$ cat src/rtl/score_board.sv
// score_board: multi-player goal scorer with per-goal holdoff and match-end detection.
//
// Ports
//   clk        single clock
//   reset      synchronous, active-high
//   start      begin a new match (from IDLE or GAME_OVER)
//   clear      abort to IDLE and zero scores, winner and max_goal
//   goal       per-player level, high while the ball is in that player's gate
//   scores     packed scores, player i at [i*NBITS +: NBITS]
//   goal_pulse one-cycle strobe per accepted goal
//   max_goal   high while in GAME_OVER
//   winner     index of the winning player, valid while max_goal is high
//   state      FSM state: IDLE=0, PLAY=1, HOLDOFF=2, GAME_OVER=3
//
// All outputs come straight from registers.
module score_board #(
  parameter int NUM_PLAYERS    = 2,
  parameter int NBITS          = 4,
  parameter int WIN_SCORE      = 9,
  parameter int HOLDOFF_CYCLES = 16
) (
  input  logic                         clk,
  input  logic                         reset,
  input  logic                         start,
  input  logic                         clear,
  input  logic [NUM_PLAYERS-1:0]       goal,
  output logic [NUM_PLAYERS*NBITS-1:0] scores,
  output logic [NUM_PLAYERS-1:0]       goal_pulse,
  output logic                         max_goal,
  output logic [2:0]                   winner,
  output logic [1:0]                   state
);

  localparam int CW = (HOLDOFF_CYCLES > 1) ? $clog2(HOLDOFF_CYCLES) : 1;

  generate
    if (NUM_PLAYERS < 2 || NUM_PLAYERS > 8)
      $fatal(1, "score_board: NUM_PLAYERS must be in 2..8");
    if (WIN_SCORE == 0 || WIN_SCORE > (2**NBITS) - 1)
      $fatal(1, "score_board: WIN_SCORE must be in 1..2^NBITS-1");
    if (HOLDOFF_CYCLES < 1)
      $fatal(1, "score_board: HOLDOFF_CYCLES must be >= 1");
  endgenerate

  typedef enum logic [1:0] {
    IDLE      = 2'd0,
    PLAY      = 2'd1,
    HOLDOFF   = 2'd2,
    GAME_OVER = 2'd3
  } state_t;

  state_t                  state_q, state_d;
  logic [NBITS-1:0]        score_q [NUM_PLAYERS];
  logic [NBITS-1:0]        score_d [NUM_PLAYERS];
  logic [NUM_PLAYERS-1:0]  pulse_q, pulse_d;
  logic [NUM_PLAYERS-1:0]  hist_q;
  logic                    max_q, max_d;
  logic [2:0]              win_q, win_d;
  logic [CW-1:0]           cnt_q, cnt_d;
  logic [NUM_PLAYERS-1:0]  rise;
  logic                    found;

  assign rise = goal & ~hist_q;

  always_ff @(posedge clk) begin
    if (reset) begin
      state_q <= IDLE;
      pulse_q <= '0;
      max_q   <= 1'b0;
      win_q   <= '0;
      cnt_q   <= '0;
      // All ones so a goal held through reset is not seen as an edge.
      hist_q  <= '1;
      for (int unsigned i = 0; i < NUM_PLAYERS; i++) score_q[i] <= '0;
    end else begin
      state_q <= state_d;
      pulse_q <= pulse_d;
      max_q   <= max_d;
      win_q   <= win_d;
      cnt_q   <= cnt_d;
      hist_q  <= goal;
      for (int unsigned i = 0; i < NUM_PLAYERS; i++) score_q[i] <= score_d[i];
    end
  end

  always_comb begin
    state_d = state_q;
    pulse_d = '0;
    max_d   = max_q;
    win_d   = win_q;
    cnt_d   = cnt_q;
    found   = 1'b0;
    for (int unsigned i = 0; i < NUM_PLAYERS; i++) score_d[i] = score_q[i];

    if (clear) begin
      state_d = IDLE;
      max_d   = 1'b0;
      win_d   = '0;
      cnt_d   = '0;
      for (int unsigned i = 0; i < NUM_PLAYERS; i++) score_d[i] = '0;
    end else begin
      unique case (state_q)
        IDLE: begin
          for (int unsigned i = 0; i < NUM_PLAYERS; i++) score_d[i] = '0;
          if (start) state_d = PLAY;
        end
        PLAY: begin
          // Ascending scan with a found flag gives lowest-index priority;
          // other simultaneous edges are simply dropped.
          for (int unsigned i = 0; i < NUM_PLAYERS; i++) begin
            if (rise[i] && !found && score_q[i] < NBITS'(WIN_SCORE)) begin
              found      = 1'b1;
              score_d[i] = score_q[i] + 1'b1;
              pulse_d[i] = 1'b1;
              if (score_q[i] + 1'b1 == NBITS'(WIN_SCORE)) begin
                state_d = GAME_OVER;
                max_d   = 1'b1;
                win_d   = 3'(i);
              end else begin
                state_d = HOLDOFF;
                cnt_d   = CW'(HOLDOFF_CYCLES - 1);
              end
            end
          end
        end
        HOLDOFF: begin
          if (cnt_q != '0)       cnt_d   = cnt_q - 1'b1;
          else if (goal == '0)   state_d = PLAY;
        end
        GAME_OVER: begin
          if (start) begin
            state_d = PLAY;
            max_d   = 1'b0;
            win_d   = '0;
            for (int unsigned i = 0; i < NUM_PLAYERS; i++) score_d[i] = '0;
          end
        end
        default: state_d = IDLE;
      endcase
    end
  end

  always_comb begin
    scores = '0;
    for (int unsigned i = 0; i < NUM_PLAYERS; i++) scores[i*NBITS +: NBITS] = score_q[i];
  end

  assign goal_pulse = pulse_q;
  assign max_goal   = max_q;
  assign winner     = win_q;
  assign state      = state_q;

endmodule

$ cat config.mk
export PLATFORM = sky130hd
export DESIGN_NAME = score_board
export DESIGN_NICKNAME = d
export VERILOG_FILES = /design/src/rtl/score_board.sv
export SDC_FILE = /design/constraint.sdc
export NUM_CORES = 1
export LEC_CHECK = 0
export ABC_AREA = 0
export CAP_MARGIN = 20
export CELL_PAD_IN_SITES_DETAIL_PLACEMENT = 0
export CELL_PAD_IN_SITES_GLOBAL_PLACEMENT = 1
export CORE_ASPECT_RATIO = 1.2
export CORE_MARGIN = 2
export CORE_UTILIZATION = 41
export CTS_CLUSTER_DIAMETER = 120
export DETAILED_ROUTE_END_ITERATION = 16
export DONT_BUFFER_PORTS = 1
export PLACE_DENSITY_LB_ADDON = 0.05
export SLEW_MARGIN = 5
export SYNTH_ARGS = -nofsm -noshare
export SYNTH_HDL_FRONTEND = slang
export SYNTH_SLANG_ARGS = --single-unit
$ cat constraint.sdc
create_clock -name clk -period 1.6 [get_ports clk]
set_input_delay 0.32 -clock clk [delete_from_list [all_inputs] [get_ports clk]]
set_output_delay 0.32 -clock clk [all_outputs]
set_load 0.01 [all_outputs]
==> results of run 1 <==
==> repair_timing <==
action / 4_1_cts / 5_1_grt
endpoints found under the setup margin: 11 / 16
gates resized for setup: 11 / 37
gates cloned: 0 / 1
hold endpoints to repair: 0 / 0
pin swaps: 7 / 21
setup buffers: 6 / 2
==> worst reg2reg max path, stage by stage (launching register included) <==
cell and delay, ns:
dfxtp_4 0.39, inv_4 0.06, ha_4 0.13, nor2b_4 0.14, o21a_2 0.18, nand4_1 0.12
or4_1 0.41, o31ai_1 0.08
==> power groups by stage <==
stage                     clock (mW)  sequential [mW]  combinational [mW]
final                          0.328            0.551               0.146
after global routing           0.357            0.552               0.158
after detailed placement           0            0.572               0.124
after CTS                      0.329            0.556               0.128
after global placement             0            0.571               0.124
after floorplan                    0            0.572              0.0753
==> per-layer routing <==
layer	share of wire [%]	wire length (um)	GRT usage [%]
met5	0	0	0
met4	1.0	37	5.49
met2	49	1770	35.9
met3	3.4	123	4.09
met1	47	1720	29.3
==> cells in the final DEF, fill, tap and decap left out, types with 2 or more instances in the layout <==
cell type,Yosys,layout
buf_4,0,35
nand2_1,16,16
dfxtp_1,22,14
nor2_1,12,11
inv_1,12,8
a21oi_1,11,6
o21ai_0,6,6
dfxtp_4,0,6
nand3_1,5,5
a21oi_2,0,4
nor2b_1,5,4
nand4_1,4,4
o22ai_1,6,4
ha_2,0,4
inv_4,0,3
nand2b_1,3,3
nor3_1,4,3
a211oi_1,3,3
ha_4,0,3
clkbuf_4,0,3
a21o_4,1,2
xnor2_1,2,2
a21boi_4,0,2
or2_2,2,2
a2111oi_4,0,2
a31oi_1,3,2
o211ai_1,2,2
o21a_1,3,2
buf_6,1,2
dfxtp_2,0,2
==> registers in the layout, indices dropped and copies added, names as in the netlist <==
name        cells
score_q         8
cnt_q           4
winner          3
goal_pulse      2
hist_q          2
state           2
max_goal        1
==> kinds of logic after synthesis <==
kind of cell             after synthesis  share of synthesized area, %
adder cells (fa/ha/maj)                8                          7.81
AO/OA/AOI/OAI                         48                          25.5
AND/OR/NAND/NOR                       61                          24.7
flip-flops                            22                          34.4
buffers and inverters                 17                          5.57
XOR/XNOR                               3                          2.05
==> cell type report <==
cell class                 count  area (um2)
tap                           36        45.0
sequential                    22         465
multi-input combinational    121        1010
clock buffer                   4        36.3
timing repair buffer          38         305
inverter                      12        52.6
fill                         258        1110
==> worst paths after layout <==
kind / end / slack, ns / cells after the start
worst max-delay path: score_q[0][7]$_SDFFE_PP0P_ / 0.02 / 7
worst max register to register: score_q[0][7]$_SDFFE_PP0P_ / 0.02 / 7
worst min register to register: winner[1]$_SDFFE_PP0P_ / 0.50 / 2
worst min-delay path: hist_q[1]$_SDFF_PP1_ / 0.10 / 1
==> per-stage QoR <==
step | TNS, ns | hold WS, ns
4_1_cts | -0.0319 | 0.0961
3_5_place_dp | -0.103 | 0.426
6_report | 0 | 0.101
3_3_place_gp | 0 | 0.426
2_1_floorplan | -0.0154 | 0.424
5_1_grt | -0.372 | 0.0812
==> impl_metrics.json, run 1 <==
{
  "clk_pin_slew_ns": 0.14,
  "numCtsBuffers": 3,
  "holdBufCountCts": 0,
  "wirelength_um": 3650,
  "drc_errors": 0,
  "drtIter0Drc": 25,
  "dpl-instance-area_um2": 1610,
  "setup_viol": 0,
  "start_util_pct": 42.3,
  "dp_cells": 221,
  "power_frac_comb_pct": 14.3,
  "finalHoldViolCount": 0,
  "cts_tree": "done",
  "io_pins": 22,
  "synth_top_cell_by_area": "dfxtp_1",
  "synth.most_common_cell": "dfxtp_1",
  "synth.distinct_cells": 44,
  "diodes": 0,
  "yosys.area.top_type_share_pct": 34.4,
  "core_um2": 3030,
  "final_max_slew_viol_count": 0,
  "place_hpwl_um": 2610,
  "htreeDepth": 1,
  "period_share_pct": 98.6,
  "ys_async_sr_fraction_pct": 0,
  "timing.rr.start": "score_q[0][4]$_SDFFE_PP0P_",
  "die_w_um": 55.0,
  "crit_start": "score_q[0][4]$_SDFFE_PP0P_",
  "status": "finished clean",
  "power.density_nw_per_um2": 536,
  "p_sw_uw": 275,
  "antenna_found_initial": 0,
  "power.share.sequential_pct": 53.7,
  "crit_buf_inv": 1,
  "synth_area_leaders": "dfxtp_1 (34%), ha_1 (7.8%), nand2_1 (4.7%), a21oi_1 (4.3%), inv_1 (3.5%)",
  "rsz0062_at_grt": "yes",
  "vias": 1312,
  "routedWlPerCell_um": 15.7,
  "drive_gt1_share_pct": 45.7,
  "ir_worst_vdd_mv": 0.541,
  "dp_worst_setup_slack_ns": -0.0583,
  "synthCells": 159,
  "tightest_slew_ns": 0.502,
  "setup_slack_ns": 0.0225,
  "power.internal_uw": 750,
  "clk_latency_ns": 0.31,
  "syn-num-nets": 173,
  "arrival_ns": 1.82,
  "synth_edf_count": 0,
  "grtUsageTotal_pct": 22.0,
  "cp_max_fo": 4,
  "grt_max_degree": 17,
  "max_slew_margin_pct": 66.6,
  "grt_pass1_wl_um": 5800,
  "stdcell_area_um2": 1910,
  "worstPathRequired_ns": 1.84,
  "cpPeakStageDelay_ns": 0.41,
  "worstHoldPathType": "input pin to flop",
  "overflow": 0,
  "crit_family": "simple AND/OR/NAND/NOR gates",
  "pwr-share-clk_pct": 32.0,
  "ys.flop_type": "dfxtp_1",
  "first_pass_iters": 4,
  "avgSynthCellArea_um2": 8.06,
  "slowest_stage": "or4_1",
  "cts.path.max_buffers": 2,
  "root_buffer": "clkbuf_4",
  "p_leak_nw": 0.713,
  "switching_share_pct": 26.8,
  "min_period_ns": 1.58,
  "synth_warnings": 0,
  "via_per_inst": 5.63,
  "synth_common_cells": "dfxtp_1 (22), nand2_1 (16), inv_1 (12), nor2_1 (12), a21oi_1 (11)",
  "hp-start": "reset",
  "path_class": "flop to flop",
  "endpoint_kind": "flop",
  "io_buffer_count": 0,
  "place_congestion": 0.808,
  "worstSetupStartpointType": "flop",
  "die_h_um": 65.2,
  "clock_sinks": 22,
  "finClkSkew_ns": 0.00696,
  "ys_ff_latch": 22,
  "cap_violations": 0,
  "power_mw": 1.03,
  "grt_pass1_vias": 1278,
  "worstPathCellList": "inv_4 -> ha_4 -> nor2b_4 -> o21a_2 -> nand4_1 -> or4_1 -> o31ai_1",
  "max_freq_ghz": 0.634,
  "fin_nets": 212,
  "drtAntennaViolNets": 0,
  "stdcell_count": 233,
  "ys_seq_area_share_pct": 34.4,
  "syn_area_um2": 1280,
  "fp.dieArea_um2": 3590,
  "synthToLayoutAreaGrowth_pct": 49.4,
  "num_rows": 22,
  "final_util_pct": 63.2
}
Power figures use the tool's default switching activity.
==> inputs of run 2 (changes only) <==
CAP_MARGIN = 10   (was 20)
==> results of run 2 <==
Same layout as run 1: the final DEF is identical, and so are final timing and power.
==> inputs of run 3 (changes only) <==
RECOVER_POWER = 50   (was default)
SKIP_CTS_REPAIR_TIMING = 1   (was default)
==> impl_metrics.json, run 3 (same netlist as run 1, synthesis figures left out) <==
{
  "status": "finished, violations left",
  "violations": "setup timing",
  "path_class": "flop to flop",
  "die_w_um": 55.0,
  "vias": 1308,
  "crit_cells": 7,
  "largest_register": "score_q",
  "final_cell_mix": "buf_4 (34), nand2_1 (16), dfxtp_1 (15)",
  "reg2reg_depth": 7,
  "crit_end": "score_q[0][7]$_SDFFE_PP0P_",
  "worstReg2RegEnd": "score_q[0][7]$_SDFFE_PP0P_",
  "period_share_pct": 102,
  "finalHoldViolCount": 0,
  "htreeDepth": 1,
  "slowest_stage": "or4_1",
  "die_h_um": 65.2,
  "drive_gt1_share_pct": 43.9,
  "cts.path.max_buffers": 2,
  "drtAntennaViolNets": 0,
  "power.density_nw_per_um2": 544,
  "grt_max_degree": 17,
  "root_buffer": "clkbuf_4",
  "fp.dieArea_um2": 3590,
  "tightest_slew_ns": 0.500,
  "first_pass_iters": 4,
  "final_max_slew_viol_count": 0,
  "io_buffer_count": 0,
  "timing.rr.start": "score_q[0][4]$_SDFFE_PP0P_",
  "rsz0062_at_grt": "yes",
  "num_rows": 22,
  "finClkSkew_ns": 0.00859,
  "grt_pass1_vias": 1225,
  "setup_slack_ns": -0.0282,
  "via_per_inst": 5.64,
  "cap_violations": 0,
  "wirelength_um": 3630,
  "pwr-share-clk_pct": 31.4,
  "power_frac_comb_pct": 14.3,
  "worstPathCellList": "inv_4 -> ha_4 -> nor2b_4 -> o21a_4 -> nand4_1 -> or4_1 -> o31ai_1",
  "place_hpwl_um": 2610,
  "worstSetupStartpointType": "flop",
  "cpPeakStageDelay_ns": 0.48,
  "crit_start": "score_q[0][4]$_SDFFE_PP0P_",
  "routedWlPerCell_um": 15.7,
  "fill_cells": 269,
  "ir_worst_vdd_mv": 0.522,
  "worstHoldPathType": "input pin to flop",
  "arrival_ns": 1.87,
  "overflow": 0,
  "setup_viol": 4,
  "final_common_cell": "buf_4",
  "numCtsBuffers": 3,
  "clock_sinks": 22,
  "grt_pass1_wl_um": 5630,
  "crit_buf_inv": 1,
  "clk_pin_slew_ns": 0.14,
  "worst-r2r-setup-slack_ns": -0.03,
  "cts_tree": "done",
  "clk_latency_ns": 0.31,
  "antenna_found_initial": 0,
  "p_sw_uw": 265,
  "power.internal_uw": 753,
  "core_um2": 3030,
  "fin_hold_ws_ns": 0.106,
  "power.share.sequential_pct": 54.2,
  "cp_max_fo": 6,
  "drc_errors": 0,
  "crit_family": "simple AND/OR/NAND/NOR gates",
  "synthToLayoutAreaGrowth_pct": 46.2,
  "p_leak_nw": 0.708,
  "max_slew_margin_pct": 66.7,
  "grtUsageTotal_pct": 21.4,
  "place_congestion": 0.808,
  "switching_share_pct": 26.0,
  "ff_latch_area_um2": 462,
  "fin_nets": 211,
  "io_pins": 22,
  "start_util_pct": 42.3,
  "min_period_ns": 1.63,
  "multi_input_area_um2": 982,
  "max_freq_ghz": 0.614,
  "drtIter0Drc": 27,
  "diodes": 0,
  "largest_reg_flops": 8,
  "worstPathRequired_ns": 1.84,
  "endpoint_kind": "flop",
  "final_util_pct": 61.9,
  "power_mw": 1.02
}
run 3: per-layer routing:
layer | GRT usage [%] | up-vias | wire length, um
met3 | 3.64 | 6 | 159
met2 | 35.1 | 34 | 1740
met1 | 28.7 | 620 | 1670
met4 | 4.57 | 0 | 63
met5 | 0 | - | 0
li1 | - | 648 | -
run 3: layout make-up:
cell class	instances	share of cell area [%]
Multi-Input combinational cell	121	52.4
Sequential cell	22	24.6
Inverter	12	2.67
Timing Repair Buffer	37	15.9
Tap cell	36	2.40
Clock buffer	4	1.94
run 3: power by group through the flow:
| stage | Combinational (mW) | Sequential (mW) | Clock, mW |
|---|---|---|---|
| 2_1_floorplan | 0.0753 | 0.572 | 0 |
| 3_3_place_gp | 0.124 | 0.571 | 0 |
| 3_5_place_dp | 0.124 | 0.572 | 0 |
| 4_1_cts | 0.124 | 0.559 | 0.329 |
| 5_1_grt | 0.158 | 0.554 | 0.355 |
| 6_report | 0.146 | 0.553 | 0.320 |
run 3: how the worst min path moves through the flow:
stage | end | from | cells after the start | slack [ns]
final | hist_q[1]$_SDFF_PP1_ | reset | 1 | 0.11
after global routing | hist_q[0]$_SDFF_PP1_ | reset | 1 | 0.08
after CTS | hist_q[1]$_SDFF_PP1_ | reset | 1 | 0.1
after detailed placement | hist_q[1]$_SDFF_PP1_ | reset | 1 | 0.43
after global placement | hist_q[0]$_SDFF_PP1_ | reset | 1 | 0.43
after floorplan | hist_q[0]$_SDFF_PP1_ | reset | 1 | 0.42
run 3: metrics by stage:
stage	instances	TNS [ns]	instance area (um2)	setup slack, ns
6_report	232	-0.0366	1870	-0.0282
5_1_grt	232	-0.514	1870	-0.0816
4_1_cts	225	-0.302	1650	-0.0884
3_5_place_dp	221	-0.103	1610	-0.0583
3_3_place_gp	221	0	1610	0.00996
2_1_floorplan	159	-0.0154	1350	-0.00687
run 3: worst reg2reg max path, stage by stage, from the launching register on:
cell     delay (ns)
dfxtp_4        0.40
inv_4          0.06
ha_4           0.12
nor2b_4        0.15
o21a_4         0.16
nand4_1        0.11
or4_1          0.48
o31ai_1        0.08
